==> src/rtl/piso_tx_if.sv <==
// Parallel-load / serial-out transmitter bus: word handshake on one side,
// serial line and frame status on the other.
interface piso_tx_if #(
   parameter int WIDTH = 8
) ();
   logic             ld_valid;
   logic [WIDTH-1:0] din;
   logic             ld_ready;
   logic             sout;
   logic             busy;
   logic             done;

   modport master (
      output ld_valid, din,
      input  ld_ready, sout, busy, done
   );

   modport slave (
      input  ld_valid, din,
      output ld_ready, sout, busy, done
   );
endinterface

==> src/rtl/piso_tx.sv <==
// Framed parallel-to-serial transmitter: start bit, WIDTH data bits, optional
// parity bit, stop bit; every bit held for BIT_CYCLES clocks, line idles high.
module piso_tx #(
   parameter int WIDTH      = 8,
   parameter int MSB_FIRST  = 1,
   parameter int BIT_CYCLES = 1,
   parameter int PARITY     = 0
) (
   input  logic     clk,
   input  logic     clrn,
   piso_tx_if.slave tx
);

   typedef enum logic [2:0] {
      S_IDLE  = 3'd0,
      S_START = 3'd1,
      S_DATA  = 3'd2,
      S_PAR   = 3'd3,
      S_STOP  = 3'd4
   } state_t;

   localparam int BW = (WIDTH > 1) ? $clog2(WIDTH) : 1;
   localparam int CW = (BIT_CYCLES > 1) ? $clog2(BIT_CYCLES) : 1;

   state_t           state_q, state_d;
   logic [WIDTH-1:0] shreg_q, shreg_d;
   logic             par_q, par_d;
   logic [BW-1:0]    bit_cnt_q, bit_cnt_d;
   logic [CW-1:0]    cyc_cnt_q, cyc_cnt_d;
   logic             sout_q, sout_d;
   logic             done_q, done_d;

   logic accept;
   logic bit_end;
   logic last_bit;

   assign accept   = tx.ld_valid && (state_q == S_IDLE);
   assign bit_end  = (cyc_cnt_q == CW'(BIT_CYCLES - 1));
   assign last_bit = (bit_cnt_q == BW'(WIDTH - 1));

   // State register and datapath registers.
   always_ff @(posedge clk or negedge clrn) begin
      if (!clrn) begin
         state_q   <= S_IDLE;
         shreg_q   <= '0;
         par_q     <= 1'b0;
         bit_cnt_q <= '0;
         cyc_cnt_q <= '0;
         sout_q    <= 1'b1;
         done_q    <= 1'b0;
      end else begin
         state_q   <= state_d;
         shreg_q   <= shreg_d;
         par_q     <= par_d;
         bit_cnt_q <= bit_cnt_d;
         cyc_cnt_q <= cyc_cnt_d;
         sout_q    <= sout_d;
         done_q    <= done_d;
      end
   end

   // Next-state and datapath update.
   always_comb begin
      state_d   = state_q;
      shreg_d   = shreg_q;
      par_d     = par_q;
      bit_cnt_d = bit_cnt_q;
      cyc_cnt_d = cyc_cnt_q;
      case (state_q)
         S_IDLE: begin
            if (accept) begin
               shreg_d   = tx.din;
               par_d     = (PARITY == 2) ? ~(^tx.din) : (^tx.din);
               bit_cnt_d = '0;
               cyc_cnt_d = '0;
               state_d   = S_START;
            end
         end
         S_START: begin
            if (bit_end) begin
               cyc_cnt_d = '0;
               state_d   = S_DATA;
            end else begin
               cyc_cnt_d = cyc_cnt_q + CW'(1);
            end
         end
         S_DATA: begin
            if (bit_end) begin
               cyc_cnt_d = '0;
               // Shift so the next bit to send always sits at the output end.
               shreg_d   = (MSB_FIRST != 0) ? (shreg_q << 1) : (shreg_q >> 1);
               if (last_bit) begin
                  bit_cnt_d = '0;
                  state_d   = (PARITY != 0) ? S_PAR : S_STOP;
               end else begin
                  bit_cnt_d = bit_cnt_q + BW'(1);
               end
            end else begin
               cyc_cnt_d = cyc_cnt_q + CW'(1);
            end
         end
         S_PAR: begin
            if (bit_end) begin
               cyc_cnt_d = '0;
               state_d   = S_STOP;
            end else begin
               cyc_cnt_d = cyc_cnt_q + CW'(1);
            end
         end
         S_STOP: begin
            if (bit_end) begin
               cyc_cnt_d = '0;
               state_d   = S_IDLE;
            end else begin
               cyc_cnt_d = cyc_cnt_q + CW'(1);
            end
         end
         default: begin
            state_d   = S_IDLE;
            shreg_d   = '0;
            par_d     = 1'b0;
            bit_cnt_d = '0;
            cyc_cnt_d = '0;
         end
      endcase
   end

   // Outputs decode the upcoming state so sout changes on the same edge as it.
   always_comb begin
      sout_d = 1'b1;
      done_d = (state_q == S_STOP) && bit_end;
      case (state_d)
         S_START: sout_d = 1'b0;
         S_DATA:  sout_d = (MSB_FIRST != 0) ? shreg_d[WIDTH-1] : shreg_d[0];
         S_PAR:   sout_d = par_d;
         default: sout_d = 1'b1;
      endcase
   end

   assign tx.ld_ready = (state_q == S_IDLE);
   assign tx.busy     = (state_q != S_IDLE);
   assign tx.sout     = sout_q;
   assign tx.done     = done_q;

endmodule

==> src/flat_wrapper.sv <==
// flat-port wrapper written by rule: the top's interface ports become plain ports
module piso_tx_flat 
#(
   parameter int WIDTH      = 8,
   parameter int MSB_FIRST  = 1,
   parameter int BIT_CYCLES = 1,
   parameter int PARITY     = 0
)
  (clk, clrn, tx_ld_valid, tx_din, tx_ld_ready, tx_sout, tx_busy, tx_done);
  piso_tx_if #(.WIDTH(WIDTH)) tx_i ();
  input  logic clk;
  input  logic clrn;
  input wire logic [$bits(tx_i.ld_valid)-1:0] tx_ld_valid;
  input wire logic [$bits(tx_i.din)-1:0] tx_din;
  output wire logic [$bits(tx_i.ld_ready)-1:0] tx_ld_ready;
  output wire logic [$bits(tx_i.sout)-1:0] tx_sout;
  output wire logic [$bits(tx_i.busy)-1:0] tx_busy;
  output wire logic [$bits(tx_i.done)-1:0] tx_done;
  assign tx_i.ld_valid = tx_ld_valid;
  assign tx_i.din = tx_din;
  assign tx_ld_ready = tx_i.ld_ready;
  assign tx_sout = tx_i.sout;
  assign tx_busy = tx_i.busy;
  assign tx_done = tx_i.done;
  piso_tx #(.WIDTH(WIDTH), .MSB_FIRST(MSB_FIRST), .BIT_CYCLES(BIT_CYCLES), .PARITY(PARITY)) u_core (.clk(clk), .clrn(clrn), .tx(tx_i));
endmodule
==> config.mk <==
export PLATFORM = sky130hd
export DESIGN_NAME = piso_tx_flat
export DESIGN_NICKNAME = d
export VERILOG_FILES = /design/src/rtl/piso_tx_if.sv /design/src/rtl/piso_tx.sv /design/src/flat_wrapper.sv
export SDC_FILE = /design/constraint.sdc
export NUM_CORES = 1
export LEC_CHECK = 0
export ABC_CLOCK_PERIOD_IN_PS = 1670
export CAP_MARGIN = 0
export CORE_MARGIN = 4
export CORE_UTILIZATION = 47
export CTS_BUF_LIST = sky130_fd_sc_hd__clkbuf_16
export CTS_CLUSTER_SIZE = 16
export DETAILED_ROUTE_END_ITERATION = 7
export HOLD_SLACK_MARGIN = 0.02
export PLACE_DENSITY = 0.75
export SETUP_SLACK_MARGIN = 0.02
export SYNTH_ARGS = -nofsm -noshare
export SYNTH_HDL_FRONTEND = slang
export SYNTH_SLANG_ARGS = --single-unit
==> constraint.sdc <==
create_clock -name clk -period 1.67 [get_ports clk]
set_input_delay 0.334 -clock clk [delete_from_list [all_inputs] [get_ports clk]]
set_output_delay 0.334 -clock clk [all_outputs]
set_load 0.005 [all_outputs]
---- Word-level counts from Yosys, hierarchy flattened ----
Index checks and enable logic that the tools add are counted.
word-level totals
  output and inout bits ................... 4
  flip-flop bits (word level) ............. 18
  word-level logic and storage cells ...... 50
operators by class
  add/subtract/negate cells ............... 2
  equality and inequality tests ........... 10
  bitwise gates (word level) .............. 2
  muxes and demuxes ....................... 20
  reduce and logical (&&, ||, !) cells .... 8
operators by type and width
  operator             count
  $mux 3               9
  $pmux 8 s3           1
  $mux 8               2
  $pmux 3 s5           1
  $eq 3x2->1 const B   4
  $pmux 3 s3           1
  $reduce_xor 8->1     1
  $eq 3x1->1 const B   2
  $eq 3x3->1 const B   2
  $pmux 1 s2           2
  $reduce_or 4->1      1
  $add 3x1->3 const B  1
  $logic_not 3->1      1
  $mux 1               3
  $pmux 1 s3           1
  $reduce_and 3->1     1
  $reduce_bool 3->1    1
  $reduce_or 3->1      1
  $logic_and 1x1->1    2
  $ne 2x1->1 const B   1
  $ne 2x2->1 const B   1
  $not 1->1            2
  $add 1x1->1 const B  1

---- Depth between registers and ports, before layout ----
Gate-level depths: netlist of the first run.
  word-level depth ........................ 6
  mapped depth ............................ 6
  mapped depth without buffers ............ 5

---- Worst setup path before layout of the first run ----
No wires, ideal clock.
  path type ............................... register to register
  start point ............................. register u_core.state_q[2]
  end point ............................... register u_core.shreg_q[1]
  setup time .............................. 0.127 ns
  arrival time ............................ 1.248 ns
  period minus slack after synthesis ...... 1.375 ns
  stages on the path, launching flop included .. 6
  setup slack ............................. 0.295 ns
  data required time ...................... 1.543 ns
  cells stage by stage .................... dfrtp_1 > nand2b_1 > a22o_1 > buf_2 > a222oi_1 > inv_1
on the way
  longest elaborated chain between the ends .. 4
  elaborated cells on any way between the ends .. 12
  classes of those cells .................. eq/ne (6); mux (1); bitwise (1); reduce/logical (4)
RTL lines
  element                                                                RTL line       text
  from (decl)                                                            piso_tx.sv:25  state_t state_q, state_d;
  from (signal assigned)                                                 piso_tx.sv:52  state_q <= state_d;
  $eq 3x1->1 (tied with other cells)                                     piso_tx.sv:69  case (state_q)
  $reduce_or 3->1 (no source line) or $logic_and 1x1->1 (tied branches)  n/a
  $not 1->1 (no source line) or $ne 2x1->1 (tied branches)               n/a
  $reduce_and 3->1 (no source line)                                      n/a
  to (signal assigned)                                                   piso_tx.sv:53  shreg_q <= shreg_d;
  to (decl)                                                              piso_tx.sv:26  logic [WIDTH-1:0] shreg_q, shreg_d;
Parallel ways exist; a longest one is shown, timed or not.
A chain may end at the register's enable or synchronous reset.

---- Final worst setup path of the first run ----
  start point ............................. register u_core.sout_q, in the netlist u_core.tx.sout
  end point ............................... output port tx_sout
RTL lines
  element                 RTL line            text
  from (decl)             piso_tx.sv:30       logic sout_q, sout_d;
  from (signal assigned)  piso_tx.sv:57       sout_q <= sout_d;
  to (decl)               flat_wrapper.sv:16  output wire logic [$bits(tx_i.sout)-1:0] tx_sout;
No word-level cell between the ends.

==> metrics.md, run 1 <==
| Metric | Value |
|---|---|
| Outcome | finished clean |
| Clock buffer depth | 2 |
| Unrepaired setup endpoints after global routing | no |
| Ant. Diodes | 0 |
| GR peak layer | met2 |
| Register area share after synthesis | 0.5912 |
| Part of the cycle the worst path needs | 0.9423 |
| Vias in the first global route | roughly 530 |
| Setup Total Neg Slack | 0 ps |
| Worst path slowest cell | dfstp_2 |
| P_sw | 567.3 uW |
| Hpwl dp | 946.1 um |
| H-tree levels | 1 |
| YS warnings | 0 |
| Most common library cells after synthesis | 15 x dfrtp_1, 9 x inv_1, 6 x a222oi_1, 6 x nor2_1, 5 x a22o_1 |
| Pre-CTS setup slack | -113.0 ps |
| Worst Hold Class | primary input to async pin |
| Post-synth top area share | 0.5525 |
| P_int | 1.224 mW |
| Gr ovfl total | 0 |
| First-pass GRT wire length | 2270 um |
| Critical R2R Capture | u_core.tx.sout$_DFF_PN1_ |
| Fin cells | 98 |
| Hold Vio Cnt, Final | 0 |
| Chip height | 46.02 um |
| Clock Skews | 2.550 ps |
| I/O Buffers | 14 |
| Worst-Margin Slew | 453.9 ps |
| Final setup vio count | 0 |
| Syn nets | between 70 and 80 |
| Cell Area, Synth | 679.4 um2 |
| Initial antenna violation count | 0 |
| Flop pwr share | 0.350 |
| Leakage | just under 0.5 nW |
| Worst path cell trace | clkdlybuf4s50_1 |
| Final critical-path setup slack | 96.36 ps |
| Fillers | 103 |
| DRT Wirelength | 1441 um |
| Ports | 15 |
| Num CTS Buffers | 3 |
| Max Slew Vio Count | 0 |
| Pin count of the biggest net entering global routing | 12 |
| Die area | 2118 um2 |
| Clk pin slew, worst setup/hold paths | 50 ps |
| Overall Global Routing Usage | 0.1579 |
| Most frequent cell after synthesis | dfrtp_1 |
| Crit Path Class | flip-flop to output port |
| Largest cells by area after synthesis | dfrtp_1 55%, a222oi_1 8.8%, a22o_1 6.4% |
| Slew headroom | 0.6963 |
| Placer Congestion | 0.8066 |
| Max-cap violations | 0 |
| Final Net Count | 97 |
| Met1 GRT Util | 0.1746 |
| Crit path buffers/inverters | 1 |
| Startpoint Class | flip-flop |
| Placed Cells incl. Taps | 92 |
| Area leader, netlist | dfrtp_1 |
| PD cells | 1849 nW/um2 |
| Min cycle time layout | 1574 ps |
| Router iterations before antenna repair | 4 |
| RR Startpoint | u_core.state_q[2]$_DFF_PN0_ |
| Share of cells above drive strength 1 | 0.1928 |
| Fmax | 635.5 MHz |
| Post-synth EDFFs | 0 |
| CP max stage delay | 510 ps |
| Ys flop type | dfrtp_1 |
| Dominant delay contributor by cell family on the critical path | flip-flops |
| DRT antenna net count | 0 |
| Clock power frac | 0.258 |
| Core ar. | 1334 um2 |
| Setup crit end kind | output port |
| DRC Markers | 0 |
| Routing usage on met3 | 0.07115 |
| Worst reg-to-reg path cell count | 5 |
| Critical Path RT | ~1300 ps |
| Worst-path maximum fanout | 1 |
| Clock latency on the worst-skew pair | 250 ps |
| Gate power share | 0.392 |
| Initial Utilization | 0.5094 |
| Net switching share of the total power | 0.3168 |
| Async set-reset flop share out of synthesis | 1.000 |
| Area Growth Syn to Fin | 42.54% |
| Seq cells post-synth | 16 |
| Row count | 13 |
| Root buf cell | clkbuf_16 |
| Number of vias per cell | around 5.6 |
| Maximum vdd ir drop | ~1.1 mV |
| Detailed-route wire length per cell | 14.70 um |
| Arr. time, crit path | 1240 ps |
| Mapped Avg Cell Area | 11.32 um2 |
| # clock sinks | 16 |
| Syn Inst Count | 60 |
| Synth cell types | 17 |
| 1st-iter DRT viols | 42 |
| CTS tree | yes |
| Die Width | 46.02 um |
| GR Util met2 | 0.2527 |
| Vias | ~550 |
| R2r setup slk | 150 ps |
==> flip-flops by register name (all words and copies together) (netlist names) <==
register	cells
u_core.state_q	3
u_core.tx.sout	1
u_core.tx.done	1
u_core.shreg_q	8
u_core.bit_cnt_q	3
==> layer usage <==
metal	vias to the layer above	routed length, um
li1	262	-
met1	266	581
met2	20	752
met3	0	107
met4	0	0
met5	-	0
==> repair_timing <==
item,in CTS,in global routing
hold buffers,0,0
pin swaps,2,1
setup buffers,1,1
resized for setup,3,2
gates cloned,0,0
endpoints found under the setup margin,2,3
==> worst max path at each step <==
stage	startpoint	end	slack [ps]	depth (start not counted)
after floorplan	u_core.state_q[2]$_DFF_PN0_	u_core.shreg_q[1]$_DFFE_PN0P_	290	5
after global placement	tx_ld_valid	u_core.tx.sout$_DFF_PN1_	-90	5
after detailed placement	tx_ld_valid	u_core.tx.sout$_DFF_PN1_	-110	5
after CTS	u_core.tx.sout$_DFF_PN1_	tx_sout	80	1
after global routing	u_core.state_q[2]$_DFF_PN0_	u_core.shreg_q[2]$_DFFE_PN0P_	60	5
final	u_core.tx.sout$_DFF_PN1_	tx_sout	100	1
==> logic make-up (layout without fill, tap and decap cells) <==
logic type	after synthesis	after routing	synth area share
flip-flops	16	16	0.5912
AND/OR/NAND/NOR	15	15	0.1050
AO/OA/AOI/OAI	14	14	0.1805
buffers and inverters	12	35	0.06997
adder cells (fa/ha/maj)	2	2	0.03683
multiplexers	1	1	0.01657
==> power by group through the flow <==
stage | clock network [mW] | registers (mW) | logic (mW)
final | 0.462 | 0.627 | 0.702
after global routing | 0.488 | 0.645 | 0.784
after CTS | 0.476 | 0.625 | 0.667
after detailed placement | 0 | 0.631 | 0.670
after global placement | 0 | 0.629 | 0.648
after floorplan | 0 | 0.623 | 0.405
==> layout by cell type, fill, tap and decap left out, types with 2 or more instances in the layout <==
master and n:
inv_1 9, dfrtp_1 15, nand2b_1 2, nor2_1 5, a22o_1 4, nand2_1 3, a222oi_1 6, clkbuf_16 3
buf_4 7, ha_1 2, dlygate4sd2_1 2, nor3_1 3, clkdlybuf4s50_1 12
==> metrics by stage <==
step	power [mW]	area, um2	hold WS [ps]	util
floorplan	1.028	679.4	38.41	-
global placement	1.277	865.8	474.0	0.6492
detailed placement	1.301	865.8	478.8	0.6492
CTS	1.768	952.2	331.1	0.7139
global route	1.917	968.4	353.2	0.7261
finish	1.791	968.4	326.0	0.7261
==> area by class of cell <==
cell class	instances	area, um2	share of cell area
sequential	16	401.6	0.4147
multi-input combinational	32	241.5	0.2494
timing repair buffer	21	190.2	0.1964
clock buffer	3	75.07	0.07752
inverter	10	37.54	0.03876
tap	15	18.77	0.01938
clock inverter	1	3.754	0.003876
(Power assumes the default switching activity.)
==> run 2, diff against run 1 <==
- CAP_MARGIN: 0 -> 10
- CTS_CLUSTER_DIAMETER: not set -> 30
- TNS_END_PERCENT: not set -> 20
==> metrics.md, run 2 (same netlist as run 1, synthesis figures left out) <==
| Metric | Value |
|---|---|
| Initial antenna violation count | 0 (unchanged) |
| Clock latency on the worst-skew pair | 250 ps (about the same) |
| Reg area | 402.9 um2 (+0.31%) |
| Final setup vio count | 0 (unchanged) |
| Largest reg by FF count | u_core.shreg_q |
| CTS tree | yes |
| Critical R2R Capture | u_core.tx.sout$_DFF_PN1_ |
| H-tree levels | 1 (unchanged) |
| Critical Path RT | 1340 ps (about the same) |
| Multi-input gate area | 232.7 um2 (-3.6%) |
| Clk pin slew, worst setup/hold paths | 50 ps (about the same) |
| Maximum vdd ir drop | 1.133 mV (-0.66%) |
| Ports | 15 (unchanged) |
| Max FFs per register | 8 (unchanged) |
| Startpoint Class | flip-flop |
| Most common cell after layout, fill and taps aside | dfrtp_1 |
| DRT antenna net count | 0 (unchanged) |
| Pin count of the biggest net entering global routing | 12 (unchanged) |
| Fillers | 107 (+3.9%) |
| Num CTS Buffers | 3 (unchanged) |
| PD cells | 1844 nW/um2 (-0.26%) |
| Vias in the first global route | 530 (+0.38%) |
| Worst reg-to-reg path cell count | 4 (-1) |
| Setup crit end kind | output port |
| DRC Markers | 0 (unchanged) |
| Gr ovfl total | 0 (unchanged) |
| Clock Skews | 3.526 ps (+0.9759 ps) |
| Hold Vio Cnt, Final | 0 (unchanged) |
| Most frequent cells in the layout | 14 x dfrtp_1, 12 x clkdlybuf4s50_1, 9 x inv_1 |
| Post-layout util | 0.7233 (-0.002814) |
| Leakage | 0.4931 nW (+0.46%) |
| Hold_buf cts | 0 (unchanged) |
| Initial Utilization | 0.5094 (unchanged) |
| Unrepaired setup endpoints after global routing | no |
| Ant. Diodes | 0 (unchanged) |
| RR Startpoint | u_core.state_q[2]$_DFF_PN0_ |
| Worst Hold Slack | 321.1 ps (-4.933 ps) |
| DRT Wirelength | 1366 um (-5.2%) |
| DR top layer | met4 |
| Slew headroom | 0.7011 (+0.004756) |
| WL met2 | 673 um (-11%) |
| Dominant delay contributor by cell family on the critical path | flip-flops |
| Core ar. | 1334 um2 (unchanged) |
| Worst-Margin Slew | 446.8 ps (-7.108 ps) |
| First-pass GRT wire length | 2256 um (-0.62%) |
| Crit path depth | 1 (unchanged) |
| Worst-path maximum fanout | 1 (unchanged) |
| I/O Buffers | 14 (unchanged) |
| Final Net Count | 97 (unchanged) |
| Placer Congestion | 0.8066 (unchanged) |
| Die area | 2118 um2 (unchanged) |
| Hpwl dp | 946.1 um (unchanged) |
| Worst path cell trace | clkdlybuf4s50_1 |
| Crit Path Class | flip-flop to output port |
| R2r setup slk | 180 ps (+30 ps) |
| Chip height | 46.02 um (unchanged) |
| Vias | 540 (-1.5%) |
| Tot Pwr | 1.779 mW (-0.65%) |
| Number of vias per cell | 5.510 (-1.5%) |
| Crit path buffers/inverters | 1 (unchanged) |
| Root buf cell | clkbuf_16 |
| Fmax | 635.2 MHz (about the same) |
| Area Growth Syn to Fin | 41.99% |
| Die Width | 46.02 um (unchanged) |
| Arr. time, crit path | 1240 ps (about the same) |
| Max-cap violations | 0 (unchanged) |
| Min cycle time layout | 1574 ps (+0.5624 ps) |
| DR WL met3 | 113 um (+5.6%) |
| Share of cells above drive strength 1 | 0.1928 (unchanged) |
| 1st-iter DRT viols | 56 (+33%) |
| # clock sinks | 16 (unchanged) |
| Detailed-route wire length per cell | 13.94 um (-5.2%) |
| Max Slew Vio Count | 0 (unchanged) |
| M1 WL | 562 um (-3.3%) |
| Largest regs | u_core.shreg_q (8), u_core.bit_cnt_q (3), u_core.state_q (3) |
| Overall Global Routing Usage | 0.1562 (-0.001627) |
| Router iterations before antenna repair | 6 (+2) |
| Worst Hold Class | primary input to async pin |
| Worst path slowest cell | dfstp_2 |
| Clock buffer depth | 2 (unchanged) |
| Outcome | finished clean |
| CP max stage delay | 510 ps (about the same) |
| Row count | 13 (unchanged) |
| Part of the cycle the worst path needs | 0.9426 (about the same) |
run 2: changes by cell type in the layout (fill, tap and decap cells not counted):
cell            previous run  this run
dlymetal6s2s_1             0         1
a22o_4                     1         0
a22o_1                     4         5
dlygate4sd2_1              2         1
dfrtp_1                   15        14
dfrtp_2                    0         1
run 2: cell type report:
cell class | instances | share of cell area
timing repair buffer | 21 | 0.2010
sequential | 16 | 0.4176
clock inverter | 1 | 0.003891
tap | 15 | 0.01946
multi-input combinational | 32 | 0.2412
inverter | 10 | 0.03891
clock buffer | 3 | 0.07782
run 2: routing by layer:
metal / GRT usage / up-vias
met5: 0 / -
met4: 0.06250 / 0
met3: 0.07115 / 2
met2: 0.2555 / 22
met1: 0.1746 / 256
li1: - / 260
run 2: metrics by stage:
stage,TNS [ps],std cells,setup slack [ps],area [um2]
2_1_floorplan,0,60,294.9,679.4
3_3_place_gp,-348.0,92,-92.10,865.8
3_5_place_dp,-610.5,92,-113.0,865.8
4_1_cts,0,96,4.382,945.9
5_1_grt,0,98,55.67,964.7
6_report,0,98,95.80,964.7
run 2: how the worst max path moves through the flow:
stage / startpoint / slack [ps] / endpoint
after floorplan: u_core.state_q[2]$_DFF_PN0_ / 290 / u_core.shreg_q[1]$_DFFE_PN0P_
after global routing: tx_ld_valid / 60 / u_core.shreg_q[2]$_DFFE_PN0P_
after CTS: u_core.state_q[2]$_DFF_PN0_ / 4 / tx_busy
after detailed placement: tx_ld_valid / -110 / u_core.tx.sout$_DFF_PN1_
final: u_core.tx.sout$_DFF_PN1_ / 100 / tx_sout
after global placement: tx_ld_valid / -90 / u_core.tx.sout$_DFF_PN1_
run 2: worst reg2reg max path, delay by kind of cell, from the launching register on:
kind / cells / cell delay, ps
AO/OA/AOI/OAI: 3 / 810
AND/OR/NAND/NOR: 1 / 180
flip-flops: 1 / 430
run 2: repair_timing:
action | in CTS | in global routing
endpoints found under the setup margin | 2 | 1
pin swaps | 2 | 0
buffers inserted | 0 | 2
resized for setup | 2 | 2
run 2: power breakdown:
part	internal (mW)	total [mW]	switching (mW)	leakage (nW)
logic	0.356	0.686	0.330	0.250
registers	0.548	0.632	0.0837	0.205
clock network	0.317	0.462	0.144	0.0385
total	1.22	1.78	0.558	0.493
